[config.mk]
export PLATFORM = sky130hd
export DESIGN_NAME = reg_addr_sel_sb
export DESIGN_NICKNAME = d
export VERILOG_FILES = /design/src/rtl/reg_addr_sel_sb.sv
export SDC_FILE = /design/constraint.sdc
export NUM_CORES = 1
export LEC_CHECK = 0
export BUFFER_PORTS_ARGS = -buffer_cell sky130_fd_sc_hd__buf_2
export CAP_MARGIN = 5
export CORE_ASPECT_RATIO = 0.5
export CORE_MARGIN = 8
export CORE_UTILIZATION = 44
export DETAILED_ROUTE_END_ITERATION = 10
export PLACE_DENSITY = 0.79
export SLEW_MARGIN = 20
export SYNTH_ARGS = -nofsm -noshare
export SYNTH_HDL_FRONTEND = slang
export SYNTH_SLANG_ARGS = --single-unit
export TNS_END_PERCENT = 1
[constraint.sdc]
create_clock -name clk -period 3.6 [get_ports clk]
set_input_delay 0.18 -clock clk [delete_from_list [all_inputs] [get_ports clk]]
set_output_delay 0.18 -clock clk [all_outputs]
set_load 0.01 [all_outputs]
[src/rtl/reg_addr_sel_sb.sv]
// reg_addr_sel_sb: Reg2Loc read-address decode into a one-entry decode slot, guarded by a
// pending-write (RAW) scoreboard. Optional stall counter enabled by REG_ADDR_SEL_SB_STALL_CNT_EN.
module reg_addr_sel_sb #(
  parameter int ADDR_W   = 5,
  parameter int NUM_REGS = 32,
  parameter int ZERO_REG = 31,
  parameter int INSTR_W  = 32
) (
  input  logic               clk,
  input  logic               reset,
  input  logic               in_valid,
  output logic               in_ready,
  input  logic [INSTR_W-1:0] instr,
  input  logic               reg2loc,
  input  logic               use_rs1,
  input  logic               use_rs2,
  input  logic               writes_reg,
  input  logic               flush,
  output logic               out_valid,
  input  logic               out_ready,
  output logic [ADDR_W-1:0]  rd_addr1,
  output logic [ADDR_W-1:0]  rd_addr2,
  output logic [ADDR_W-1:0]  wr_addr,
  output logic               wr_en,
  input  logic               wb_valid,
  input  logic [ADDR_W-1:0]  wb_addr
`ifdef REG_ADDR_SEL_SB_STALL_CNT_EN
  ,
  output logic [31:0]        stall_cnt
`endif
);

  localparam logic [ADDR_W-1:0] ZERO_A = ADDR_W'(ZERO_REG);

  logic [ADDR_W-1:0]   sel1_s;
  logic [ADDR_W-1:0]   sel2_s;
  logic [ADDR_W-1:0]   dst_s;
  logic                busy1_s;
  logic                busy2_s;
  logic                hazard_s;
  logic                accept_s;
  logic                issue_s;
  logic                unused_s;

  logic                out_valid_q, out_valid_d;
  logic [ADDR_W-1:0]   rd_addr1_q, rd_addr1_d;
  logic [ADDR_W-1:0]   rd_addr2_q, rd_addr2_d;
  logic [ADDR_W-1:0]   wr_addr_q, wr_addr_d;
  logic                wr_en_q, wr_en_d;
  logic [NUM_REGS-1:0] pending_q, pending_d;

  // A source stalls on a live pending bit (unless written back this cycle) or on the unissued slot writer.
  function automatic logic src_busy(
    input logic                use_src,
    input logic [ADDR_W-1:0]   addr,
    input logic [NUM_REGS-1:0] pend,
    input logic                wbv,
    input logic [ADDR_W-1:0]   wba,
    input logic                slot_v,
    input logic                slot_we,
    input logic [ADDR_W-1:0]   slot_wa
  );
    logic pend_live;
    logic slot_hit;
    pend_live = pend[addr] & ~(wbv & (wba == addr));
    slot_hit  = slot_v & slot_we & (slot_wa == addr);
    return use_src & (addr != ZERO_A) & (pend_live | slot_hit);
  endfunction

  assign sel1_s   = ADDR_W'(instr[9:5]);
  assign dst_s    = ADDR_W'(instr[4:0]);
  assign sel2_s   = reg2loc ? ADDR_W'(instr[4:0]) : ADDR_W'(instr[20:16]);
  assign unused_s = ^{instr[INSTR_W-1:21], instr[15:10]};

  assign busy1_s  = src_busy(use_rs1, sel1_s, pending_q, wb_valid, wb_addr,
                             out_valid_q, wr_en_q, wr_addr_q);
  assign busy2_s  = src_busy(use_rs2, sel2_s, pending_q, wb_valid, wb_addr,
                             out_valid_q, wr_en_q, wr_addr_q);
  assign hazard_s = busy1_s | busy2_s;

  assign in_ready = ~reset & ~flush & ~hazard_s & (~out_valid_q | out_ready);
  assign accept_s = in_valid & in_ready;
  assign issue_s  = out_valid_q & out_ready & ~flush;

  // Decode slot next state: flush drops the slot, accept reloads it, a bare issue empties it.
  always_comb begin
    out_valid_d = out_valid_q;
    rd_addr1_d  = rd_addr1_q;
    rd_addr2_d  = rd_addr2_q;
    wr_addr_d   = wr_addr_q;
    wr_en_d     = wr_en_q;
    if (flush) begin
      out_valid_d = 1'b0;
    end else if (accept_s) begin
      out_valid_d = 1'b1;
      rd_addr1_d  = sel1_s;
      rd_addr2_d  = sel2_s;
      wr_addr_d   = dst_s;
      wr_en_d     = writes_reg & (dst_s != ZERO_A);
    end else if (issue_s) begin
      out_valid_d = 1'b0;
    end else begin
      out_valid_d = out_valid_q;
    end
  end

  // Scoreboard: clear on writeback first so a same-edge set of the same index wins.
  always_comb begin
    pending_d = pending_q;
    if (wb_valid && (wb_addr != ZERO_A)) begin
      pending_d[wb_addr] = 1'b0;
    end else begin
      pending_d = pending_q;
    end
    if (issue_s && wr_en_q) begin
      pending_d[wr_addr_q] = 1'b1;
    end else begin
      pending_d = pending_d;
    end
  end

  // Slot and scoreboard registers.
  always_ff @(posedge clk) begin
    if (reset) begin
      out_valid_q <= 1'b0;
      rd_addr1_q  <= {ADDR_W{1'b0}};
      rd_addr2_q  <= {ADDR_W{1'b0}};
      wr_addr_q   <= {ADDR_W{1'b0}};
      wr_en_q     <= 1'b0;
      pending_q   <= {NUM_REGS{1'b0}};
    end else begin
      out_valid_q <= out_valid_d;
      rd_addr1_q  <= rd_addr1_d;
      rd_addr2_q  <= rd_addr2_d;
      wr_addr_q   <= wr_addr_d;
      wr_en_q     <= wr_en_d;
      pending_q   <= pending_d;
    end
  end

  assign out_valid = out_valid_q;
  assign rd_addr1  = rd_addr1_q;
  assign rd_addr2  = rd_addr2_q;
  assign wr_addr   = wr_addr_q;
  assign wr_en     = wr_en_q;

`ifdef REG_ADDR_SEL_SB_STALL_CNT_EN
  logic [31:0] stall_cnt_q, stall_cnt_d;

  // Saturating count of cycles where an otherwise acceptable instruction is held by a hazard.
  always_comb begin
    stall_cnt_d = stall_cnt_q;
    if (in_valid && hazard_s && (!out_valid_q || out_ready) && !flush &&
        (stall_cnt_q != 32'hFFFF_FFFF)) begin
      stall_cnt_d = stall_cnt_q + 32'd1;
    end else begin
      stall_cnt_d = stall_cnt_q;
    end
  end

  always_ff @(posedge clk) begin
    if (reset) begin
      stall_cnt_q <= 32'd0;
    end else begin
      stall_cnt_q <= stall_cnt_d;
    end
  end

  assign stall_cnt = stall_cnt_q;
`endif

endmodule

Word-level counts from Yosys, hierarchy flattened
Cells that the tools add are included.
{ "word_totals": {"output_inout_bits": 18, "word_cells": 71, "inputBits": 47, "ff_bits": 49} }
{ "op_classes": {"n_mux": 13, "order_cmp": 6, "n_reduce_logical": 7, "bitwise": 31, "eq_ne": 8} }
{ "ops": {"columns": ["operator", "count"], "rows": [
  ["$mux W32", 2],
  ["$and A32 B32 Y32", 1],
  ["$not A32 Y32", 1],
  ["$or A32 B32 Y32", 1],
  ["$lt A5 B6 Y1 const B", 4],
  ["$eq A5 B5 Y1", 4],
  ["$ne A5 B5 Y1 const B", 4],
  ["$and A1 B1 Y1", 18],
  ["$bmux W1 S5", 2],
  ["$demux W1 S5", 2],
  ["$ge A5 B1 Y1 const B", 2],
  ["$mux W1", 6],
  ["$not A1 Y1", 6],
  ["$mux W5", 1],
  ["$logic_and A1 B1 Y1", 4],
  ["$or A1 B1 Y1", 4],
  ["$reduce_and A2 Y1", 1],
  ["$reduce_bool A2 Y1", 1],
  ["$reduce_or A2 Y1", 1]
]} }

Depth between registers and ports, before layout
Gate-level depths: netlist of run 1.
{ "depth": {"depth_word": 13, "depth_mapped": 11, "depth_no_buf": 8} }

Least setup slack after synthesis of run 1
OpenSTA, ideal clock, no wires.
{ "synth_path": {"path_type": "input port to flip-flop", "startpoint": "input instr[6]", "endpoint": "register rd_addr1_q[0] (netlist: rd_addr1[0])", "setup_slack_ns": 0.934, "arrival_ns": 2.545, "t_required_ns": 3.479, "stages": 8, "setup_ns": 0.121, "n_path_buf": 2, "cell_sequence": "clkbuf_1 -> mux4_2 -> mux4_2 -> o2111a_2 -> nor4b_4 -> nand2_2 -> buf_6 -> mux2_4"} }
{ "synth_via": {"elab_chain_len": 12, "elab_cells_between_ends": 18, "classes_between": "eq/ne (3); mux (2); bitwise (12); reduce/logical (1)"} }
{ "synth_lines": {"columns": ["element", "line_no", "text"], "rows": [
  ["start: declaration", "13", "input logic [INSTR_W-1:0] instr,"],
  ["parallel branches: the longest is 5 deep, another holds $bmux W1 S5", null, null],
  ["$and A1 B1 Y1 (*)", "67", "return use_src & (addr != ZERO_A) & (pend_live | slot_hit);"],
  ["$or A1 B1 Y1 (*)", "79", "assign hazard_s = busy1_s | busy2_s;"],
  ["$not A1 Y1 (*)", "81", "assign in_ready = ~reset & ~flush & ~hazard_s & (~out_valid_q | out_ready);"],
  ["$and A1 B1 Y1 (*) (2 in a row)", "81", null],
  ["$and A1 B1 Y1 (*)", "82", "assign accept_s = in_valid & in_ready;"],
  ["$reduce_and A2 Y1 (no line) (*)", null, null],
  ["end signal: assignment", "126", "rd_addr1_q <= {ADDR_W{1'b0}};"],
  ["end signal: assignment", "133", "rd_addr1_q <= rd_addr1_d;"],
  ["end: declaration", "46", "logic [ADDR_W-1:0] rd_addr1_q, rd_addr1_d;"]
]} }
Every way passes the cells marked *. The select of a mux whose other input is x is not followed.
A chain may end at the register's enable or synchronous reset.

Worst setup path after layout of run 1
{ "layout_path": {"startpoint": "input instr[5]", "endpoint": "register rd_addr1_q[0] (netlist: rd_addr1[0])"} }
{ "layout_via": {"elab_chain_len": 12, "elab_cells_between_ends": 18, "classes_between": "eq/ne (3); mux (2); bitwise (12); reduce/logical (1)"} }
{ "layout_lines": {"columns": ["element"], "rows": [
  ["parallel branches: the longest is 12 deep, another holds $bmux W1 S5"]
]} }
Parallel ways; which one is timed is not known. The select of a mux whose other input is x is not followed.

==> results of run 1 <==
kinds of logic after synthesis:
family	synth area share, %
AND/OR/NAND/NOR	19.1
AO/OA/AOI/OAI	17.2
flip-flops	32.1
multiplexers	21.6
buffers and inverters	4.30
XOR/XNOR	5.73
report_power, final:
group	switching, mW	leakage, nW	internal, mW
Combinational	0.119	0.834	0.0817
Clock	0.208	0.0831	0.347
Sequential	0.0124	0.396	0.552
Yosys cell counts, types with 2 or more instances:
cell / n / area, um^2
mux4_2: 11 / 248
nor2b_1: 14 / 87.6
mux2_2: 3 / 33.8
mux4_1: 2 / 52.6
buf_6: 2 / 22.5
nor4_1: 3 / 18.8
nor2_1: 14 / 52.6
buf_2: 3 / 15.0
mux2_4: 7 / 105
nand2b_1: 12 / 75.1
nand2_1: 46 / 173
o31ai_1: 3 / 22.5
and2_1: 2 / 12.5
nand3b_1: 3 / 22.5
mux2i_1: 18 / 180
nor3_1: 3 / 15.0
nand4_1: 5 / 31.3
nand3_1: 8 / 40.0
clkbuf_1: 17 / 63.8
or3_1: 3 / 18.8
a32oi_1: 2 / 17.5
xnor2_1: 10 / 87.6
o21ai_0: 33 / 165
a311oi_1: 5 / 43.8
dfxtp_1: 49 / 981
xor2_1: 10 / 87.6
a21oi_1: 37 / 185
buf_1: 5 / 18.8
mux2i_2: 3 / 41.3
state kept, by name, summed over array words and instances (netlist names):
signal and count:
rd_addr1 5, wr_addr 5, wr_en 1, rd_addr2 5, out_valid 1, pending_q 32
worst min-delay path: stages:
cell and delay [ns]:
buf_2 0.10, o21ai_0 0.06, mux2i_1 0.06
final cells by class:
| cell class | instances | area [um^2] | area share [%] |
|---|---|---|---|
| Timing Repair Buffer | 53 | 280 | 8.01 |
| Tap cell | 92 | 115 | 3.29 |
| Multi-Input combinational cell | 269 | 1940 | 55.5 |
| Clock inverter | 2 | 37.5 | 1.07 |
| Sequential cell | 49 | 981 | 28.0 |
| Clock buffer | 6 | 139 | 3.97 |
| Inverter | 1 | 3.75 | 0.107 |
cells in the final DEF, fill, tap and decap left out, drive strengths merged, types with 2 or more instances in the layout:
master	instances
dfxtp	49
nor2	14
buf	53
o21ai	33
or3	3
clkbuf	6
nand2	47
mux4	13
a32oi	2
and2	2
nor3	3
xnor2	10
nand4	5
nand3b	3
nand2b	12
mux2i	21
nor4	3
nand3	8
xor2	10
a311oi	5
o31ai	3
a21boi	2
a21oi	37
mux2	10
nor2b	14
worst paths after layout:
kind	slack [ns]	cells after the start	endpoint	start
worst min-delay path	0.16	3	wr_en	writes_reg
worst max register to register	0.68	6	rd_addr1[0]	pending_q[9]
worst max-delay path	0.65	7	rd_addr1[0]	instr[5]
worst min register to register	0.49	2	wr_en	wr_en
through the flow:
step	instances	setup WS [ns]
finish	472	0.652
global route	472	0.567
CTS	472	0.674
detailed placement	464	0.417
global placement	464	0.433
floorplan	347	0.934
layer usage:
metal / GRT usage, % / part of all wire [%] / routed length [um]
met5: 0 / 0 / 0
met4: 7.89 / 2.0 / 178
met3: 3.20 / 8.9 / 799
met2: 30.4 / 46 / 4150
met1: 21.7 / 43 / 3830
==> results.sh, run 1 <==
export IMPL_die_w_um=134
export IMPL_hp_class="input pin to flip-flop"
export IMPL_report_final_hold_viol_count=0
export IMPL_fin_worst_skew_ns=0.00506
export IMPL_rsz0062_at_grt="no"
export IMPL_clk_latency_ns=0.29
export IMPL_initial_core_util_pct=45.6
export IMPL_area_growth_syn_to_layout_pct=14.5
export IMPL_grt_start_max_net_pins=49
export IMPL_grt_ovfl_total=0
export IMPL_postLayoutCellArea_um2=3500
export IMPL_cp_top_family="multiplexers"
export IMPL_ant_nets=0
export IMPL_ys_flop_type="dfxtp_1"
export IMPL_first_global_vias=2716
export IMPL_diodes=0
export IMPL_numPortBuffers=47
export IMPL_hold_buffers=0
export IMPL_max_stage_delay_ns=0.65
export IMPL_netlist_area_um2=3060
export IMPL_drt_iter0_markers=344
export IMPL_hold_ws_ns=0.157
export IMPL_hpwl_um=6310
export IMPL_power_density_nw_per_um2=377
export IMPL_fin_crit_ns=2.95
export IMPL_max_cap_viol_count=0
export IMPL_setup_tns_ns=0
export IMPL_path_cells="buf_2 > mux4_1 > mux4_2 > o2111a_2 > nor4b_4 > nand2_2 > mux2_4"
export IMPL_p_leak_nw=1.31
export IMPL_yosysWarnings=0
export IMPL_critPathCaptureType="flip-flop"
export IMPL_num_nets_final=426
export IMPL_ir_drop_mv=0.206
export IMPL_clkTransAtPathRegs_ns=0.06
export IMPL_cts_path_max_buffers=2
export IMPL_syn_inst=347
export IMPL_firstDrtPassIters=5
export IMPL_ios=65
export IMPL_post_dp_cell_area_um2=3320
export IMPL_crit_arrival_ns=3.13
export IMPL_max_freq_ghz=0.339
export IMPL_cp_slowest_cell="mux4_1"
export IMPL_cp_num_buf_inv=1
export IMPL_ys_seq_area_share_pct=32.1
export IMPL_wire_per_inst_um=19.0
export IMPL_vias=2825
export IMPL_routed_wl_um=8960
export IMPL_die_area_um2=10000
export IMPL_worst_pin_slew_ns=0.883
export IMPL_synth_fp_nets=394
export IMPL_viasPerCell=5.99
export IMPL_cts_resized_gates=0
export IMPL_die_h_um=74.9
export IMPL_cts_buffers=5
export IMPL_root_buffer="clkbuf_16"
export IMPL_slew_headroom_pct=41.0
export IMPL_grt_pass1_wl_um=14000
export IMPL_fillers=624
export IMPL_syn_avg_cell_area_um2=8.81
export IMPL_grt_antenna_before_repair=0
export IMPL_critical_path_required_ns=3.78
export IMPL_cts_tree="built"
export IMPL_post_route_util_pct=52.2
export IMPL_grt_usage_pct=17.7
export IMPL_status="finished clean"
export IMPL_layout_worst_path_cycle_share_pct=81.9
export IMPL_crit_path_start_kind="input pin"
export IMPL_total_power_mw=1.32
export IMPL_cts_sinks=49
export IMPL_drc=0
export IMPL_path_class="input pin to flip-flop"
export IMPL_synthArstFlopShare_pct=0
export IMPL_drive_gt1_share_pct=23.7
export IMPL_core_area_um2=6700
export IMPL_synthDistinctLibCells=43
export IMPL_drv_slew=0
export IMPL_fp_row_count=21
export IMPL_ys_ff_latch=49
export IMPL_critPathMaxFanout=12
export IMPL_synth_edff_count=0
export IMPL_gp_congestion=0.915
export IMPL_post_cts_buffers=0
export IMPL_cts_max_level=2
export IMPL_setup_violations=0
Note: power is estimated with default switching activity, not from simulation.
==> run 2, diff against run 1 <==
--- a/config.mk
+++ b/config.mk
@@ -5,13 +5,14 @@
 export SDC_FILE = /design/constraint.sdc
 export NUM_CORES = 1
 export LEC_CHECK = 0
+export ABC_AREA = 1
 export BUFFER_PORTS_ARGS = -buffer_cell sky130_fd_sc_hd__buf_2
 export CAP_MARGIN = 5
 export CORE_ASPECT_RATIO = 0.5
 export CORE_MARGIN = 8
 export CORE_UTILIZATION = 44
 export DETAILED_ROUTE_END_ITERATION = 10
-export PLACE_DENSITY = 0.79
+export PLACE_DENSITY = 0.81
 export SLEW_MARGIN = 20
 export SYNTH_ARGS = -nofsm -noshare
 export SYNTH_HDL_FRONTEND = slang
==> constraint.sdc (replaced) <==
create_clock -name clk -period 2.6 [get_ports clk]
set_input_delay 0.13 -clock clk [delete_from_list [all_inputs] [get_ports clk]]
set_output_delay 0.13 -clock clk [all_outputs]
set_load 0.01 [all_outputs]
==> run 2 against run 1 <==
Clock-buffer cell count is 1 lower. Combinational power is 71% higher. Clock skew is 0.0048 ns higher. Critical path depth is 1 higher. Global-route usage is 3.8 points higher. Hold slack worse by 0.063 ns. Wire length is 29% higher. Largest power group unchanged. First-iteration DRC count is 97% higher.
==> results.sh, run 2 <==
export IMPL_synth_common_cells="nand2_1 (168), nand3_1 (64), inv_1 (54)"
export IMPL_wire_per_inst_um=17.2
export IMPL_cts_resized_gates=0
export IMPL_diodes=0
export IMPL_post_route_util_pct=51.0
export IMPL_worst_pin_slew_ns=0.913
export IMPL_cts_tree="built"
export IMPL_regToRegSetupSlack_ns=0.54
export IMPL_firstDrtPassIters=6
export IMPL_synth_edff_count=0
export IMPL_final_common_cell="nand2_1"
export IMPL_fillers=729
export IMPL_synthArstFlopShare_pct=0
export IMPL_crit_path_start_kind="flip-flop"
export IMPL_syn_inst=534
export IMPL_gp_congestion=0.994
export IMPL_netlist_area_um2=3200
export IMPL_yosysTopAreaCellShare_pct=30.7
export IMPL_clk_latency_ns=0.30
export IMPL_hp_class="input pin to flip-flop"
export IMPL_fp_row_count=22
export IMPL_ant_nets=0
export IMPL_layout_worst_path_cycle_share_pct=85.4
export IMPL_fin_cells=670
export IMPL_grt_pass1_wl_um=18100
export IMPL_ys_ff_latch=49
export IMPL_p_leak_nw=1.69
export IMPL_grt_ovfl_total=0
export IMPL_power_density_nw_per_um2=510
export IMPL_critPathCaptureType="output port"
export IMPL_cts_sinks=49
export IMPL_hold_ws_ns=0.0933
export IMPL_core_area_um2=7180
export IMPL_vias=3917
export IMPL_grt_usage_pct=21.5
export IMPL_regMostFlops="pending_q"
export IMPL_cts_buffers=5
export IMPL_setup_tns_ns=0
export IMPL_rsz0062_at_grt="no"
export IMPL_cts_max_level=2
export IMPL_ys_seq_area_share_pct=30.7
export IMPL_ios=65
export IMPL_yosys_cell_count_top_type="nand2_1"
export IMPL_postLayoutCellArea_um2=3660
export IMPL_die_w_um=137
export IMPL_ys_flop_type="dfxtp_1"
export IMPL_post_cts_buffers=0
export IMPL_grt_start_max_net_pins=27
export IMPL_dp_cells=663
export IMPL_clkTransAtPathRegs_ns=0.07
export IMPL_die_h_um=76.3
export IMPL_synth_area_leaders="dfxtp_1 (31%), nand2_1 (20%), nand3_1 (10%)"
export IMPL_drt_iter0_markers=679
export IMPL_hpwl_um=8040
export IMPL_synth_fp_nets=581
export IMPL_cts_path_max_buffers=2
export IMPL_critPathMaxFanout=8
export IMPL_max_freq_ghz=0.450
export IMPL_slew_headroom_pct=38.6
export IMPL_initial_core_util_pct=44.5
export IMPL_fin_worst_skew_ns=0.00984
export IMPL_synthDistinctLibCells=33
export IMPL_path_class="flip-flop to output port"
export IMPL_ir_drop_mv=0.283
export IMPL_area_growth_syn_to_layout_pct=14.6
export IMPL_routed_wl_um=11500
export IMPL_drive_gt1_share_pct=13.9
export IMPL_max_cap_viol_count=0
export IMPL_die_area_um2=10400
export IMPL_viasPerCell=5.85
export IMPL_yosysWarnings=0
export IMPL_critical_path_required_ns=2.47
export IMPL_first_global_vias=3449
export IMPL_final_cell_mix="nand2_1 (168), nand3_1 (64), inv_1 (54), dfxtp_1 (49), buf_2 (47)"
export IMPL_drc=0
export IMPL_drv_slew=0
export IMPL_setup_violations=0
export IMPL_root_buffer="clkbuf_16"
export IMPL_grt_antenna_before_repair=0
export IMPL_num_nets_final=621
export IMPL_largest_reg_flops=32
export IMPL_report_final_hold_viol_count=0
export IMPL_crit_arrival_ns=2.09
export IMPL_hold_buffers=0
export IMPL_post_dp_cell_area_um2=3500
export IMPL_synth_area_leader_cell="dfxtp_1"
export IMPL_numPortBuffers=47
export IMPL_fin_crit_ns=2.22
export IMPL_status="finished clean"
export IMPL_syn_avg_cell_area_um2=5.98
==> run 2: changes by cell type after synthesis, moves of 7 or more <==
cell / delta
nand2b_1: -12
nor2b_1: -14
o22ai_1: +8
nand2_1: +122
inv_1: +53
mux2_4: -7
mux2i_1: -18
nand3_1: +56
xnor2_1: -10
clkbuf_1: -8
mux4_2: -11
nor2_1: +27
xor2_1: -8
nor2_2: +7
==> run 2: path summary, 6_finish.rpt <==
path                               startpoint             to  cells past startpoint
worst max-delay path               wr_addr[1]       in_ready                      8
worst min-delay path                 instr[4]     wr_addr[4]                      3
worst max register to register     wr_addr[1]    rd_addr1[0]                     11
worst min register to register  pending_q[31]  pending_q[31]                      2
==> run 2: critical path, stage by stage (launching register included) <==
cell and delay (ns):
dfxtp_1 0.55, inv_1 0.23, a221oi_1 0.31, nand3_1 0.10, nand2_1 0.08, a21oi_1 0.08, buf_4 0.16, and2_1 0.15
buf_2 0.14
==> run 2: through the flow <==
stage	total power, mW	setup WS (ns)
2_1_floorplan	1.00	0.637
3_3_place_gp	1.12	0.296
3_5_place_dp	1.12	0.275
4_1_cts	1.85	0.417
5_1_grt	1.91	0.235
6_report	1.87	0.379
==> run 2: cells by family (layout without fill, tap and decap cells) <==
family	Yosys count	in the layout	synth area share, %
simple gates	305	305	41.0
compound gates	99	99	17.3
buf+inv	79	119	10.4
flops	49	49	30.7
xor+xnor	2	2	0.548
==> run 2: metal layers <==
metal,wire length [um],vias to the layer above,GRT usage (%)
met2,4570,305,30.9
met1,4710,1728,29.6
met4,481,0,8.05
li1,-,1822,-
met3,1770,62,5.99
met5,0,-,0
==> run 2: layout make-up <==
class                   count  area [um^2]  share of cell area, %
inverters                  58          218                   5.94
repair buffers             54          300                   8.20
clock inverters             2         35.0                  0.957
clock buffers               5          125                   3.42
multi-input cells         406         1880                   51.4
flip-flops and latches     49          981                   26.8
well taps                  96          120                   3.28
==> run 2: power by group <==
| group | switching, mW | internal [mW] | leakage [nW] | total, mW |
|---|---|---|---|---|
| registers | 0.0165 | 0.763 | 0.396 | 0.780 |
| clock network | 0.296 | 0.448 | 0.0797 | 0.743 |
| logic | 0.241 | 0.102 | 1.21 | 0.343 |
| total | 0.553 | 1.31 | 1.69 | 1.87 |
==> run 3, diff against run 2 <==
--- a/config.mk
+++ b/config.mk
@@ -10,9 +10,9 @@
 export CAP_MARGIN = 5
 export CORE_ASPECT_RATIO = 0.5
 export CORE_MARGIN = 8
-export CORE_UTILIZATION = 44
+export CORE_UTILIZATION = 30
 export DETAILED_ROUTE_END_ITERATION = 10
-export PLACE_DENSITY = 0.81
+export PLACE_DENSITY = 0.61
 export SLEW_MARGIN = 20
 export SYNTH_ARGS = -nofsm -noshare
 export SYNTH_HDL_FRONTEND = slang
==> constraint.sdc (replaced) <==
create_clock -name clk -period 2.1 [get_ports clk]
set_input_delay 0.105 -clock clk [delete_from_list [all_inputs] [get_ports clk]]
set_output_delay 0.105 -clock clk [all_outputs]
set_load 0.01 [all_outputs]
==> run 3 against run 2 <==
Sequential share of layout area fell by 2.1 points. Cell count rose by 12%. Clock skew fell by 0.0020 ns. Power increased by 25%. Die area up 38%. Core utilization shrank 12 points. Combinational power up 40%. Via count fell by 1.5%. Non-clock buffer count up 34. Clock-buffer cell count rose by 2. Hold slack lost 0.022 ns. Register-to-register slack got worse by 0.32 ns.
==> results.sh, run 3 (synthesis gave the netlist of run 2 again) <==
export IMPL_root_buffer="clkbuf_16"
export IMPL_diodes=0
export IMPL_cts_buffers=5
export IMPL_worst_pin_slew_ns=0.832
export IMPL_grt_antenna_before_repair=0
export IMPL_max_cap_viol_count=0
export IMPL_ir_drop_mv=0.319
export IMPL_cts_path_max_buffers=2
export IMPL_vias=3860
export IMPL_die_w_um=162
export IMPL_num_nets_final=655
export IMPL_hpwl_um=9070
export IMPL_drt_iter0_markers=454
export IMPL_grt_usage_pct=16.9
export IMPL_numPortBuffers=47
export IMPL_regMostFlops="pending_q"
export IMPL_rsz0062_at_grt="no"
export IMPL_drv_slew=0
export IMPL_setup_violations=0
export IMPL_setup_tns_ns=0
export IMPL_max_freq_ghz=0.507
export IMPL_area_growth_syn_to_layout_pct=25.5
export IMPL_path_class="flip-flop to output port"
export IMPL_drive_gt1_share_pct=21.5
export IMPL_fp_row_count=26
export IMPL_largest_reg_flops=32
export IMPL_cts_tree="built"
export IMPL_report_final_hold_viol_count=0
export IMPL_startpoint="pending_q[2]"
export IMPL_fillers=1135
export IMPL_fin_crit_ns=1.97
export IMPL_p_leak_nw=1.86
export IMPL_wire_per_inst_um=16.1
export IMPL_critPathCaptureType="output port"
export IMPL_first_global_vias=3551
export IMPL_initial_core_util_pct=31.1
export IMPL_crit_arrival_ns=1.87
export IMPL_die_area_um2=14400
export IMPL_grt_ovfl_total=0
export IMPL_cts_max_level=2
export IMPL_reg2reg_from="pending_q[2]"
export IMPL_ios=65
export IMPL_critical_path_required_ns=2.00
export IMPL_grt_start_max_net_pins=27
export IMPL_dp_slack_ns=-0.00900
export IMPL_status="finished clean"
export IMPL_cts_sinks=49
export IMPL_final_cell_mix="nand2_1 (165), nand3_1 (60), inv_1 (52), buf_2 (47), dfxtp_1 (43)"
export IMPL_postLayoutCellArea_um2=4010
export IMPL_critPathMaxFanout=5
export IMPL_ant_nets=0
export IMPL_power_density_nw_per_um2=580
export IMPL_layout_worst_path_cycle_share_pct=93.9
export IMPL_gp_congestion=0.947
export IMPL_fin_worst_skew_ns=0.00781
export IMPL_clk_latency_ns=0.30
export IMPL_post_dp_cell_area_um2=3800
export IMPL_grt_pass1_wl_um=19200
export IMPL_clkTransAtPathRegs_ns=0.07
export IMPL_hold_buffers=0
export IMPL_fin_ws_ns=0.127
export IMPL_die_h_um=89.0
export IMPL_core_area_um2=10300
export IMPL_crit_path_start_kind="flip-flop"
export IMPL_final_common_cell="nand2_1"
export IMPL_firstDrtPassIters=6
export IMPL_drc=0
export IMPL_slew_headroom_pct=44.5
export IMPL_viasPerCell=5.15
export IMPL_min_from="instr[4]"
export IMPL_hp_class="input pin to flip-flop"
export IMPL_routed_wl_um=12100
## run 3: changes by cell type in the layout (fill, tap and decap cells not counted), sizes merged
cell    change
bufinv      -1
buf        +34
clkbuf      +2
## run 3: power by group
part           internal (mW)  leakage (nW)  total (mW)  switching (mW)
sequential             0.946         0.399       0.964          0.0181
clock                  0.506        0.0799       0.880           0.374
combinational          0.171          1.39       0.480           0.309
## run 3: worst max-delay path, stage by stage (launching register included)
cell	delay, ns
dfxtp_1	0.32
nor2_1	0.08
nor2_1	0.05
o21ai_1	0.08
nand3_1	0.14
nand2_2	0.11
nand3_2	0.07
nand3_2	0.07
nand2_1	0.06
a21oi_2	0.18
buf_4	0.15
and2_1	0.12
buf_2	0.12
## run 3: metrics by stage
step | total power [mW] | utilization [%] | instances | hold slack [ns]
after floorplan | 1.24 | - | 534 | 0.233
after global placement | 1.44 | 36.9 | 739 | 0.372
after detailed placement | 1.44 | 36.9 | 739 | 0.380
after CTS | 2.31 | 38.5 | 747 | 0.0750
after global routing | 2.42 | 39.0 | 749 | 0.0979
final | 2.32 | 39.0 | 749 | 0.0717
## run 3: worst paths after layout
path,endpoint,slack (ns),cells after the start
worst min-delay path,wr_addr[4],0.07,3
worst min register to register,pending_q[31],0.47,2
worst max register to register,wr_addr[1],0.22,14
worst max-delay path,in_ready,0.13,12
## run 3: metal layers
metal	vias to the layer above	global-route usage [%]	wire, um
met5	-	0	0
met4	0	4.42	262
met3	26	4.04	1270
met2	196	25.9	4940
met1	1746	23.3	5590
li1	1892	-	-
## run 3: cell type report
cell class | count | area [um^2] | area share [%]
repair buffers | 88 | 556 | 13.9
well taps | 140 | 175 | 4.37
clock buffers | 7 | 153 | 3.81
flip-flops and latches | 49 | 988 | 24.7
inverters | 58 | 218 | 5.43
multi-input cells | 406 | 1910 | 47.8
clock inverters | 1 | 5.00 | 0.125
## run 3: what timing repair did
| item | CTS | global route |
|---|---|---|
| gates resized for setup | 1 | 17 |
| buffers inserted | 0 | 2 |
| pin swaps | 0 | 6 |
| setup endpoints to repair | 1 | 12 |
